==> src/rtl/instr_fetch.sv <==
// Fetch stage: issues the PC to variable-latency instruction memory, buffers
// returned words with their PC and presents them to the decoder over valid/ready.
module instr_fetch #(
    parameter int ADDR_W  = 8,
    parameter int INSTR_W = 16,
    parameter int DEPTH   = 2
) (
    input  logic               clk_i,
    input  logic               reset_i,
    input  logic [ADDR_W-1:0]  pc_addr_i,
    input  logic               flush_i,
    output logic               pc_stall_o,
    output logic               imem_req_o,
    output logic [ADDR_W-1:0]  imem_addr_o,
    input  logic               imem_rvalid_i,
    input  logic [INSTR_W-1:0] imem_rdata_i,
    output logic               instr_valid_o,
    input  logic               instr_ready_i,
    output logic [INSTR_W-1:0] instr_o,
    output logic [ADDR_W-1:0]  instr_pc_o
);

    localparam int PTR_W = (DEPTH > 1) ? $clog2(DEPTH) : 1;
    localparam int CNT_W = $clog2(DEPTH + 1);
    localparam logic [CNT_W-1:0] DEPTH_C = CNT_W'(DEPTH);

    typedef enum logic [1:0] {
        S_IDLE  = 2'd0,
        S_WAIT  = 2'd1,
        S_DRAIN = 2'd2
    } state_e;

    state_e             state_q;
    logic [CNT_W-1:0]   count_q;
    logic [CNT_W-1:0]   count_d;
    logic [PTR_W-1:0]   rd_ptr_q;
    logic [PTR_W-1:0]   wr_ptr_q;
    logic [ADDR_W-1:0]  pc_lat_q;
    logic [INSTR_W-1:0] word_q [DEPTH];
    logic [ADDR_W-1:0]  wpc_q  [DEPTH];

    logic pop_s;
    logic push_s;
    logic issue_s;

    assign instr_valid_o = (count_q != {CNT_W{1'b0}});
    assign instr_o       = word_q[rd_ptr_q];
    assign instr_pc_o    = wpc_q[rd_ptr_q];
    assign imem_req_o    = issue_s;
    assign imem_addr_o   = pc_addr_i;
    assign pc_stall_o    = !issue_s && !flush_i && !reset_i;

    // Handshake decode; a new request is only issued if its word is sure to
    // find a free slot, counting the word that lands this very cycle.
    always_comb begin
        pop_s   = instr_valid_o && instr_ready_i && !flush_i;
        push_s  = (state_q == S_WAIT) && imem_rvalid_i && !flush_i;
        count_d = count_q;
        case ({push_s, pop_s})
            2'b10:   count_d = count_q + CNT_W'(1);
            2'b01:   count_d = count_q - CNT_W'(1);
            default: count_d = count_q;
        endcase
        issue_s = !reset_i && !flush_i && (count_d < DEPTH_C)
                  && ((state_q == S_IDLE) || push_s);
    end

    // Request FSM, output buffer storage and pointers.
    always_ff @(posedge clk_i) begin
        if (reset_i) begin
            state_q  <= S_IDLE;
            count_q  <= {CNT_W{1'b0}};
            rd_ptr_q <= {PTR_W{1'b0}};
            wr_ptr_q <= {PTR_W{1'b0}};
            pc_lat_q <= {ADDR_W{1'b0}};
            for (int i = 0; i < DEPTH; i++) begin
                word_q[i] <= {INSTR_W{1'b0}};
                wpc_q[i]  <= {ADDR_W{1'b0}};
            end
        end else begin
            if (issue_s) begin
                pc_lat_q <= pc_addr_i;
            end
            if (flush_i) begin
                count_q  <= {CNT_W{1'b0}};
                rd_ptr_q <= {PTR_W{1'b0}};
                wr_ptr_q <= {PTR_W{1'b0}};
            end else begin
                count_q <= count_d;
                if (push_s) begin
                    word_q[wr_ptr_q] <= imem_rdata_i;
                    wpc_q[wr_ptr_q]  <= pc_lat_q;
                    wr_ptr_q         <= wr_ptr_q + PTR_W'(1);
                end
                if (pop_s) begin
                    rd_ptr_q <= rd_ptr_q + PTR_W'(1);
                end
            end
            case (state_q)
                S_IDLE: begin
                    state_q <= issue_s ? S_WAIT : S_IDLE;
                end
                S_WAIT: begin
                    if (imem_rvalid_i) begin
                        state_q <= issue_s ? S_WAIT : S_IDLE;
                    end else if (flush_i) begin
                        state_q <= S_DRAIN;
                    end else begin
                        state_q <= S_WAIT;
                    end
                end
                S_DRAIN: begin
                    // The stale word is dropped; nothing is outstanding afterwards.
                    state_q <= imem_rvalid_i ? S_IDLE : S_DRAIN;
                end
                default: begin
                    state_q <= S_IDLE;
                end
            endcase
        end
    end

endmodule

==> config.mk <==
export PLATFORM = sky130hd
export DESIGN_NAME = instr_fetch
export DESIGN_NICKNAME = d
export VERILOG_FILES = /design/src/rtl/instr_fetch.sv
export SDC_FILE = /design/constraint.sdc
export NUM_CORES = 1
export LEC_CHECK = 0
export CAP_MARGIN = 20
export CORE_ASPECT_RATIO = 1.4
export CORE_MARGIN = 4
export CORE_UTILIZATION = 39
export CTS_CLUSTER_DIAMETER = 50
export DETAILED_ROUTE_END_ITERATION = 8
export SYNTH_ARGS = -nofsm -noshare
export SYNTH_HDL_FRONTEND = slang
export SYNTH_SLANG_ARGS = --single-unit
==> constraint.sdc <==
create_clock -name clk_i -period 4.4 [get_ports clk_i]
set_input_delay 0.88 -clock clk_i [delete_from_list [all_inputs] [get_ports clk_i]]
set_output_delay 0.88 -clock clk_i [all_outputs]
set_load 0.01 [all_outputs]
==> qor.csv <==
stage,metric,value,unit
run_status,outcome,"complete, no violations",
critical_path,rrSetupSlack,2.13,ns
sta,worstMarginPinSlew,0.628,ns
hold_path,hold_class,reg2reg,
global_route,grt_overflow_total,0,
placed_design,dp.cells,351,
cells_and_area,diodes,0,
sta,finalWorstSetupSlack,0.219,ns
cells_and_area,fill_cells,647,
placed_design,numPortBuffers,63,
synthesis,yosysMostFrequentCell,and2_1,
cells_and_area,instances_no_fill,367,
critical_path,crit_required,3.52,ns
detailed_routing,dr.pass1.iters,4,
synthesis,ys_top_cells_by_count,"and2_1, edfxtp_1, mux2_2",
placed_design,routabilityCongestion,0.722,
sta,setup_viol,0,
critical_path,path_cells,clkdlybuf4s50_1 -> nand3b_1 -> or2_2 -> ha_1 -> nor3_1 -> nor3_4 -> nor2_1 -> clkdlybuf4s50_1,
cells_and_area,multi_input_area,932,sq um
clocking,cts_resized,0,
clocking,ctsHtreeMaxLevel,3,
sta,setup_tns,0,ns
clocking,postCtsHoldBufs,0,
detailed_routing,avgViaCountPerCell,4.53,
sta,max_freq,239,MHz
clocking,cts_tree,built,
clocking,cts_setup_buffers,0,
critical_path,reg2reg_from,count_q[0],
power_and_ir_drop,power.density,351,nW/um^2
clocking,clock_sinks,63,
global_route,grt_start_max_net_pins,26,
sta,whs,0.506,ns
cells_and_area,seqCellArea,1740,sq um
critical_path,crit_end,pc_stall_o,
critical_path,critPathSlowestCell,clkdlybuf4s50_1,
synthesis,syn_area,2770,sq um
floorplanning,initial_core_util,39.9,%
critical_path,r2r_end,pc_lat_q[6],
global_route,grt_pass1_wl,8070,microns
synthesis,synth_top_area_cell,edfxtp_1,
critical_path,critPathMaxStageDelay,0.54,ns
global_route,grt.total_usage,12.8,%
synthesis,yosysWarnings,0,
critical_path,rr_worst_depth,8,
synthesis,syn_nets,232,
synthesis,ys.flop_type,edfxtp_1,
run,maxCapViolations,0,
critical_path,crit_path_frequent_cell,clkdlybuf4s50_1,
detailed_routing,drc,0,
sta,relSlewSlack,58.1,%
hold_path,hp-start,state_q[1],
critical_path,arrival,3.30,ns
floorplanning,core_region_area,6940,sq um
power_and_ir_drop,power,1.30,mW
cells_and_area,fin_area,3700,sq um
placed_design,hpwl,3240,microns
floorplanning,chipHeight,108,microns
clocking,numCtsBuffers,9,
critical_path,startpoint_type,primary input,
detailed_routing,dr.first_iter.drc_count,82,
critical_path,worst_setup_path_startpoint,imem_rvalid_i,
global_route,antenna_found_initial,0,
clocking,path_clk_slew,0.06,ns
critical_path,cp-end-kind,output port,
synthesis,syn_avg_cell_area,13.7,sq um
power_and_ir_drop,p_leak,1.38,nW
sta,hold_viol_final,0,
detailed_routing,ant_nets,0,
clocking,root_buffer,clkbuf_8,
sta,skew,0.00635,ns
power_and_ir_drop,ir_drop,0.181,mV
critical_path,worst-setup-path-type,in2out,
floorplanning,pin_count,64,
placed_design,pre_cts_slack,0.203,ns
cells_and_area,drive_gt1_share,22.8,%
detailed_routing,vias,1664,
synthesis,synthArstFlopShare,0,%
cells_and_area,area_growth,33.5,%
synthesis,ys_types,24,
placed_design,dpl_cell_area,3490,sq um
synthesis,synth.top_cell.area_share,52.0,%
critical_path,worstPathMaxFanout,4,
clocking,cts_buffer_depth,2,
sta,fin_crit,4.18,ns
floorplanning,fp.dieArea,8530,sq um
floorplanning,die_w,79.2,microns
floorplanning,rows,36,
synthesis,synth-seq-area-share,62.9,%
detailed_routing,routed_wl,5020,microns
global_route,grt_pass1_vias,1683,
cells_and_area,nets,297,
synthesis,netlist_instances,202,
sta,finalCritPeriodShare,95.0,%
clocking,insertion_delay,0.33,ns
cells_and_area,final_core_util,53.3,%
synthesis,synth_edf_count,48,
synthesis,yosys-top-cells-area,"edfxtp_1, mux2_2, and2_1, dfxtp_1, buf_4",
synthesis,ys_ff_latch,63,
detailed_routing,wl_per_cell,13.7,microns
sta,report.final.slew_viol_count,0,
sta,rsz0062_at_grt,no,
-- cell type report --
type	instances	area share [%]
inverter	1	0.102
clock inverter	3	1.08
multi-input combinational	121	25.2
sequential	63	47.1
tap	95	3.21
clock buffer	13	4.60
timing repair buffer	71	18.7
-- logic make-up (layout without fill, tap and decap cells) --
kind of cell / after synthesis / in the layout / share of synthesized area (%)
fa+ha+maj: 1 / 1 / 0.452
xor+xnor: 4 / 4 / 1.26
simple gates: 80 / 80 / 17.6
compound gates: 4 / 4 / 0.994
mux: 32 / 32 / 13.0
buf+inv: 18 / 88 / 3.79
flops: 63 / 63 / 62.9
-- how the worst min path moves through the flow --
| stage | endpoint | slack [ns] | depth (start not counted) |
|---|---|---|---|
| floorplan | state_q[1] | 0.46 | 2 |
| global placement | state_q[1] | 0.50 | 2 |
| detailed placement | state_q[1] | 0.50 | 2 |
| CTS | state_q[1] | 0.51 | 2 |
| global route | state_q[1] | 0.54 | 2 |
| finish | state_q[1] | 0.51 | 2 |
-- layer usage --
metal | routed length [microns] | GRT usage, % | part of all wire, %
met4 | 91 | 5.53 | 1.8
met1 | 1990 | 13.6 | 40
met5 | 0 | 0 | 0
met3 | 334 | 4.77 | 6.7
met2 | 2600 | 22.4 | 52
-- sequential cells by signal (all words and copies together) (netlist names), named ones only --
signal	count
pc_lat_q	8
state_q	2
wpc_q	16
wr_ptr_q	1
rd_ptr_q	1
count_q	2
word_q	32
-- worst max-delay path, delay by kind of cell --
kind / cells / cell delay, ns
AND/OR/NAND/NOR: 5 / 1.07
buffers and inverters: 2 / 1.03
adder cells (fa/ha/maj): 1 / 0.32
-- where the power goes --
part / switching [mW] / internal [mW] / total (mW)
combinational: 0.0447 / 0.0705 / 0.115
sequential: 0.00766 / 0.663 / 0.671
clock: 0.202 / 0.310 / 0.512
-- placed cells by master (no fill, tap or decap), drive strengths merged, types with 2 or more instances in the layout --
| cell | synthesis | final |
|---|---|---|
| nand3b | 2 | 2 |
| or2 | 4 | 4 |
| nor2b | 8 | 8 |
| clkbuf | 8 | 13 |
| nand2 | 2 | 2 |
| xor2 | 2 | 2 |
| clkinv | 0 | 2 |
| mux2 | 32 | 32 |
| xnor2 | 2 | 2 |
| nand2b | 2 | 2 |
| clkdlybuf4s50 | 0 | 63 |
| nor3 | 5 | 5 |
| dfxtp | 15 | 15 |
| buf | 9 | 8 |
| edfxtp | 48 | 48 |
| and2 | 49 | 49 |
| nor2 | 8 | 8 |
Power figures use the tool's default switching activity.
